===== config.mk =====
export PLATFORM = sky130hd
export DESIGN_NAME = hazard_unit_vl
export DESIGN_NICKNAME = d
export VERILOG_FILES = /design/src/rtl/osiris_pkg.sv /design/src/rtl/sat_counter.sv /design/src/rtl/hazard_unit_vl.sv
export SDC_FILE = /design/constraint.sdc
export NUM_CORES = 1
export LEC_CHECK = 0
export ABC_AREA = 1
export ABC_CLOCK_PERIOD_IN_PS = 1990
export CAP_MARGIN = 0
export CORE_MARGIN = 8
export CORE_UTILIZATION = 52
export DETAILED_ROUTE_END_ITERATION = 12
export PLACE_DENSITY = 0.92
export SLEW_MARGIN = 20
export SYNTH_ARGS = -nofsm -noshare
export SYNTH_HDL_FRONTEND = slang
export SYNTH_SLANG_ARGS = --single-unit
export TNS_END_PERCENT = 5

===== constraint.sdc =====
create_clock -name clk -period 1.99 [get_ports clk]
set_input_delay 0.398 -clock clk [delete_from_list [all_inputs] [get_ports clk]]
set_output_delay 0.398 -clock clk [all_outputs]
set_load 0.02 [all_outputs]

===== src/rtl/osiris_pkg.sv =====
// Shared encodings for the hazard/forwarding control block.
package osiris_pkg;

  // Result-source code that marks a load in EX.
  localparam logic [1:0] RESULT_LOAD = 2'b01;

  // Forward-select encodings for the EX operand muxes.
  localparam logic [1:0] FWD_NONE = 2'b00;
  localparam logic [1:0] FWD_WB   = 2'b01;
  localparam logic [1:0] FWD_M    = 2'b10;

  // Variable-latency data-memory wait tracker states.
  typedef enum logic {
    MW_IDLE = 1'b0,
    MW_WAIT = 1'b1
  } memwait_state_e;

endpackage


===== src/rtl/sat_counter.sv =====
// Up-counter that sticks at all-ones instead of wrapping.
module sat_counter #(
  parameter int CNT_WIDTH = 32
) (
  input  logic                 clk,
  input  logic                 rst,
  input  logic                 i_inc,
  output logic [CNT_WIDTH-1:0] o_count
);

  // Count increments, holding once every bit is set.
  always_ff @(posedge clk) begin
    if (rst) begin
      o_count <= '0;
    end else if (i_inc && (o_count != {CNT_WIDTH{1'b1}})) begin
      o_count <= o_count + CNT_WIDTH'(1);
    end
  end

endmodule


===== src/rtl/hazard_unit_vl.sv =====
// Pipeline hazard control: RAW forwarding, load-use stall, branch flush,
// full-pipe freeze while data memory is busy (with timeout), perf counters.
//
// Handshake: i_mem_req_M with i_mem_ready high in the same cycle completes
// the access with no freeze. Otherwise the pipe freezes from the request
// cycle through the cycle in which i_mem_ready is seen high (inclusive),
// or until MEM_TIMEOUT wait cycles elapse, which sets sticky o_mem_err.
module hazard_unit_vl
  import osiris_pkg::*;
#(
  parameter int REG_ADDR_WIDTH = 4,
  parameter int MEM_TIMEOUT    = 255,
  parameter int TMR_WIDTH      = 8,
  parameter int CNT_WIDTH      = 32
) (
  input  logic                      clk,
  input  logic                      rst,
  input  logic [REG_ADDR_WIDTH-1:0] i_rs1Addr_ID,
  input  logic [REG_ADDR_WIDTH-1:0] i_rs2Addr_ID,
  input  logic [REG_ADDR_WIDTH-1:0] i_rs1Addr_EX,
  input  logic [REG_ADDR_WIDTH-1:0] i_rs2Addr_EX,
  input  logic [REG_ADDR_WIDTH-1:0] i_rdAddr_EX,
  input  logic [1:0]                i_result_src_EX,
  input  logic                      i_pcSrc_EX,
  input  logic [REG_ADDR_WIDTH-1:0] i_rdAddr_M,
  input  logic                      i_reg_write_M,
  input  logic                      i_mem_req_M,
  input  logic                      i_mem_ready,
  input  logic [REG_ADDR_WIDTH-1:0] i_rdAddr_WB,
  input  logic                      i_reg_write_WB,
  output logic                      o_stall_IF,
  output logic                      o_stall_ID,
  output logic                      o_stall_EX,
  output logic                      o_stall_M,
  output logic                      o_flush_ID,
  output logic                      o_flush_EX,
  output logic                      o_flush_WB,
  output logic [1:0]                o_forward_rs1_EX,
  output logic [1:0]                o_forward_rs2_EX,
  output logic                      o_mem_err,
  output logic [CNT_WIDTH-1:0]      o_stall_cnt,
  output logic [CNT_WIDTH-1:0]      o_flush_cnt,
  output logic [CNT_WIDTH-1:0]      o_memwait_cnt
);

  localparam logic [TMR_WIDTH-1:0] TIMEOUT_VAL = TMR_WIDTH'(MEM_TIMEOUT);

  // Wait tracker state; mw_state is the probe point for FSM checkers.
  memwait_state_e             mw_state;
  memwait_state_e             mw_state_nx;
  logic [TMR_WIDTH-1:0]       timer;
  logic [TMR_WIDTH-1:0]       timer_nx;
  logic                       err_set;
  logic                       freeze;

  logic                       m_fwd_ok;
  logic                       wb_fwd_ok;
  logic                       load_use;
  logic                       branch;
  logic                       stall_inc;
  logic                       flush_inc;

  // Forward candidates: a writing stage with a non-x0 destination.
  assign m_fwd_ok  = i_reg_write_M  && (i_rdAddr_M  != '0);
  assign wb_fwd_ok = i_reg_write_WB && (i_rdAddr_WB != '0);

  // Load in EX whose destination feeds an instruction sitting in ID.
  assign load_use = (i_result_src_EX == RESULT_LOAD) && (i_rdAddr_EX != '0) &&
                    ((i_rdAddr_EX == i_rs1Addr_ID) || (i_rdAddr_EX == i_rs2Addr_ID));
  assign branch   = i_pcSrc_EX;

  // Wait tracker register, timer and sticky timeout flag.
  always_ff @(posedge clk) begin
    if (rst) begin
      mw_state  <= MW_IDLE;
      timer     <= '0;
      o_mem_err <= 1'b0;
    end else begin
      mw_state <= mw_state_nx;
      timer    <= timer_nx;
      if (err_set) begin
        o_mem_err <= 1'b1;
      end
    end
  end

  // Next state, timer and freeze decision for the memory wait tracker.
  always_comb begin
    mw_state_nx = mw_state;
    timer_nx    = timer;
    err_set     = 1'b0;
    freeze      = 1'b0;
    case (mw_state)
      MW_IDLE: begin
        if (i_mem_req_M && !i_mem_ready) begin
          freeze      = 1'b1;
          mw_state_nx = MW_WAIT;
          timer_nx    = TMR_WIDTH'(1);
        end
      end
      MW_WAIT: begin
        // Freeze holds through the ready cycle so data latches next edge.
        freeze = 1'b1;
        if (i_mem_ready) begin
          mw_state_nx = MW_IDLE;
        end else if (timer == TIMEOUT_VAL) begin
          err_set     = 1'b1;
          mw_state_nx = MW_IDLE;
        end else begin
          timer_nx = timer + TMR_WIDTH'(1);
        end
      end
      default: begin
        mw_state_nx = MW_IDLE;
      end
    endcase
  end

  // Stall/flush/forward drive: reset bubbles, then freeze, then branch/load-use.
  always_comb begin
    o_stall_IF       = 1'b0;
    o_stall_ID       = 1'b0;
    o_stall_EX       = 1'b0;
    o_stall_M        = 1'b0;
    o_flush_ID       = 1'b0;
    o_flush_EX       = 1'b0;
    o_flush_WB       = 1'b0;
    o_forward_rs1_EX = FWD_NONE;
    o_forward_rs2_EX = FWD_NONE;
    if (rst) begin
      o_flush_ID = 1'b1;
      o_flush_EX = 1'b1;
      o_flush_WB = 1'b1;
    end else begin
      if (m_fwd_ok && (i_rdAddr_M == i_rs1Addr_EX)) begin
        o_forward_rs1_EX = FWD_M;
      end else if (wb_fwd_ok && (i_rdAddr_WB == i_rs1Addr_EX)) begin
        o_forward_rs1_EX = FWD_WB;
      end
      if (m_fwd_ok && (i_rdAddr_M == i_rs2Addr_EX)) begin
        o_forward_rs2_EX = FWD_M;
      end else if (wb_fwd_ok && (i_rdAddr_WB == i_rs2Addr_EX)) begin
        o_forward_rs2_EX = FWD_WB;
      end
      if (freeze) begin
        o_stall_IF = 1'b1;
        o_stall_ID = 1'b1;
        o_stall_EX = 1'b1;
        o_stall_M  = 1'b1;
        o_flush_WB = 1'b1;
      end else begin
        // A taken branch discards the stalled instruction, so it wins.
        o_stall_IF = load_use && !branch;
        o_stall_ID = load_use && !branch;
        o_flush_ID = branch;
        o_flush_EX = branch || load_use;
      end
    end
  end

  assign stall_inc = load_use && !branch && !freeze;
  assign flush_inc = branch && !freeze;

  sat_counter #(.CNT_WIDTH(CNT_WIDTH)) u_stall_cnt (
    .clk     (clk),
    .rst     (rst),
    .i_inc   (stall_inc),
    .o_count (o_stall_cnt)
  );

  sat_counter #(.CNT_WIDTH(CNT_WIDTH)) u_flush_cnt (
    .clk     (clk),
    .rst     (rst),
    .i_inc   (flush_inc),
    .o_count (o_flush_cnt)
  );

  sat_counter #(.CNT_WIDTH(CNT_WIDTH)) u_memwait_cnt (
    .clk     (clk),
    .rst     (rst),
    .i_inc   (freeze),
    .o_count (o_memwait_cnt)
  );

endmodule


==> flow_summary_export.csv <==
group,metric,value,unit
outcome,status,"finished, final reports clean",
worst_hold_path,min_path_type,"in -> reg",
yosys,synth_flop_cell,"dfxtp_1",
sta,finalWorstSetupSlack,0.00177,ns
route,first_iter_violations,648,
yosys,synthCells,1128,
clock_network,root_buffer,"clkbuf_16",
final_layout,n_antenna_cell,0,
setup_path,crit_path_start_kind,"flop",
yosys,synthAdderAreaFrac,0.728,%
yosys,synth_compound_area_share,9.05,%
yosys,synth_area_leaders,"dfxtp_1 (31%), nand2_1 (21%), nor2_1 (9.6%)",
power_and_ir_drop,power.density,473,nW/um^2
yosys,synth.most_common_cell,"nand2_1",
yosys,syn_nets,1169,
yosys,synth_top_family_by_area,"simple AND/OR/NAND/NOR gates",
sta,worst_slew_pin_slew,0.565,ns
yosys,synth_seq_cells,106,
clock_network,clk_path_buf_depth,2,
sta,slew_violations,0,
grt,antenna_found_initial,0,
clock_network,cts_tree,"built",
yosys,synth_edf_count,0,
power_and_ir_drop,internal_power,3280,uW
yosys,avgSynthCellArea,6.09,um^2
route,drtPass1Iterations,5,
sta,setup_viol,0,
sta,max-slew-margin-rel,62.3,%
floorplanning,die_area,17100,um^2
grt,grt_overflow,0,
power_and_ir_drop,p_comb_share,12.0,%
final_layout,syn_to_final_growth,36.6,%
power_and_ir_drop,swShare,26.1,%
route,avgRoutedWirePerCell,14.1,um
grt,grt_pass1_wl,33.8,mm
clock_network,clk-insertion-delay-late,0.36,ns
yosys,synth_xor_area_share,5.35,%
route,drt_wl_total,21.4,mm
power_and_ir_drop,ir_drop,0.445,mV
yosys,yosys-top-cells-count,"nand2_1 (376), nor2_1 (175), inv_1 (110), dfxtp_1 (106), a21oi_1 (85)",
setup_path,crit_chain,"buf_4 -> nand3_1 -> nor2_1 -> nand2_1 -> nor3_1 -> nand2_1 -> nor2_1 -> nand3_1 -> nand2_1 -> nor2_1",
floorplanning,die_h,131,um
setup_path,regToRegSetupSlack,0.002,ns
setup_path,critPathMaxStageDelay,0.36,ns
final_layout,drive_gt1_share,12.9,%
clock_network,h-tree-depth,3,
yosys,muxShareOfSynthArea,0,%
grt,grt_pass1_vias,7361,
yosys,yosys.area_share.simple,44.5,%
yosys,yosysTopAreaCell,"dfxtp_1",
setup_path,critPathTopFamily,"simple AND/OR/NAND/NOR gates",
floorplanning,die_w,131,um
floorplanning,io_pins,145,
grt,grt_max_degree,50,
yosys,synth_area,6870,um^2
clock_network,numCtsBuffers,9,
clock_network,clkTransAtPathRegs,0.07,ns
sta,post-route-min-period,1.99,ns
floorplanning,rows,42,
route,ant_nets,0,
sta,fmax,0.503,GHz
final_layout,design_area,9390,um^2
setup_path,worstSetupEndpointType,"flop",
setup_path,cp_data_required_time,2.23,ns
yosys,yosys.area.top_type_share,30.9,%
grt,grt_usage,24.2,%
floorplanning,start_util,52.5,%
placed_design,gp_congestion,0.973,
route,routed_via_density,5.32,
yosys,ys_seq_area_share,30.9,%
setup_path,critPathMaxFanout,4,
setup_path,criticalPathCategory,"reg -> reg",
route,drc,0,
placed_design,placed_area,8890,um^2
placed_design,dp_hpwl,15.6,mm
run,drv_cap,0,
placed_design,place_ws,-0.704,ns
final_layout,fin_nets,1371,
power_and_ir_drop,leakage,0.00380,uW
setup_path,cp_slowest_cell,"dfxtp_1",
route,routed-via-count,8041,
power_and_ir_drop,p_clk_share,39.7,%
power_and_ir_drop,seq_power_share,48.3,%
power_and_ir_drop,p_sw,1160,uW
setup_path,crit_arrival,2.23,ns
sta,finalHoldViolations,0,
clock_network,clkSinkCount,106,
placed_design,portBuffers,144,
yosys,ys_async_sr_fraction,0,%
sta,fin_skew,0.00953,ns
yosys,synth_cell_type_count,42,
yosys,synth_warnings,0,
sta,finalCritPeriodShare,99.9,%
floorplanning,core-area,13100,um^2
setup_path,worst-path-buf-inv,1,
## cell type report
cell class	instances	area, um^2
well taps	176	220
repair buffers	222	2090
multi-input cells	870	4210
flip-flops and latches	106	2120
clock buffers	11	253
fillers	1010	3700
clock inverters	5	37.5
inverters	121	454
## per-layer routing
metal / vias to the layer above / wire length (um) / GRT usage, %
met1: 3678 / 8610 / 28.3
met5: - / 0 / 0
met2: 333 / 10500 / 41.8
met3: 54 / 1620 / 4.83
met4: 0 / 645 / 10.9
li1: 3976 / - / -
## worst register-to-register path: cells and delay by family (launching register included)
family	cells	cell delay, ns
buffers and inverters	1	0.14
AND/OR/NAND/NOR	9	1.37
flip-flops	1	0.36
## power groups by stage
| stage | Combinational, uW | Sequential (uW) | Clock [uW] |
|---|---|---|---|
| 2_1_floorplan | 262 | 2210 | 0 |
| 3_5_place_dp | 512 | 2190 | 0 |
| 4_1_cts | 510 | 2140 | 1780 |
| 3_3_place_gp | 496 | 2190 | 0 |
| 6_report | 532 | 2140 | 1770 |
| 5_1_grt | 575 | 2150 | 1900 |
## stage by stage
stage | power, uW | util, % | hold WS (ns) | instances | TNS, ns
2_1_floorplan | 2470 | - | 0.436 | 1128 | 0
3_3_place_gp | 2690 | 68.0 | 0.444 | 1486 | -12.70
3_5_place_dp | 2700 | 68.0 | 0.459 | 1486 | -18.06
4_1_cts | 4440 | 70.4 | 0.459 | 1505 | -0.0113
5_1_grt | 4620 | 71.8 | 0.465 | 1511 | -0.812
6_report | 4440 | 71.8 | 0.461 | 1511 | 0
## layout by cell type (no fill, tap or decap), types with 21 or more instances in the layout
master and count:
a21oi_1 84, nor3_1 26, clkdlybuf4s50_1 101, nor2_1 171, nand3_1 71, inv_1 106, dlygate4sd2_1 21, dfxtp_1 105
xor2_1 27, nand4_1 26, buf_4 70, nand2_1 372
## state kept, by name (all words and copies together), names as in the netlist
register / flops
o_mem_err: 1
u_stall_cnt.o_count: 32
mw_state: 1
u_flush_cnt.o_count: 32
timer: 8
u_memwait_cnt.o_count: 32
## timing repair
| action | in CTS | in global routing |
|---|---|---|
| setup endpoints to repair | 11 | 86 |
| pin swaps | 9 | 9 |
| endpoints found under the hold margin | 0 | 0 |
| buffers inserted | 3 | 1 |
| gates resized for setup | 86 | 35 |
| hold buffers | 0 | 0 |
| cloned | 0 | 5 |
## logic make-up after synthesis
kind of cell / count (synthesis)
xor+xnor: 42
simple gates: 712
fa+ha+maj: 4
buf+inv: 152
compound gates: 112
flops: 106
## path summary, 6_finish.rpt
check | from | end | cells after the start
max | u_stall_cnt.o_count[2] | u_stall_cnt.o_count[25] | 10
min | rst | timer[1] | 3
max reg2reg | u_stall_cnt.o_count[2] | u_stall_cnt.o_count[25] | 10
min reg2reg | timer[3] | timer[3] | 2
Note: power is estimated with default switching activity, not from simulation.
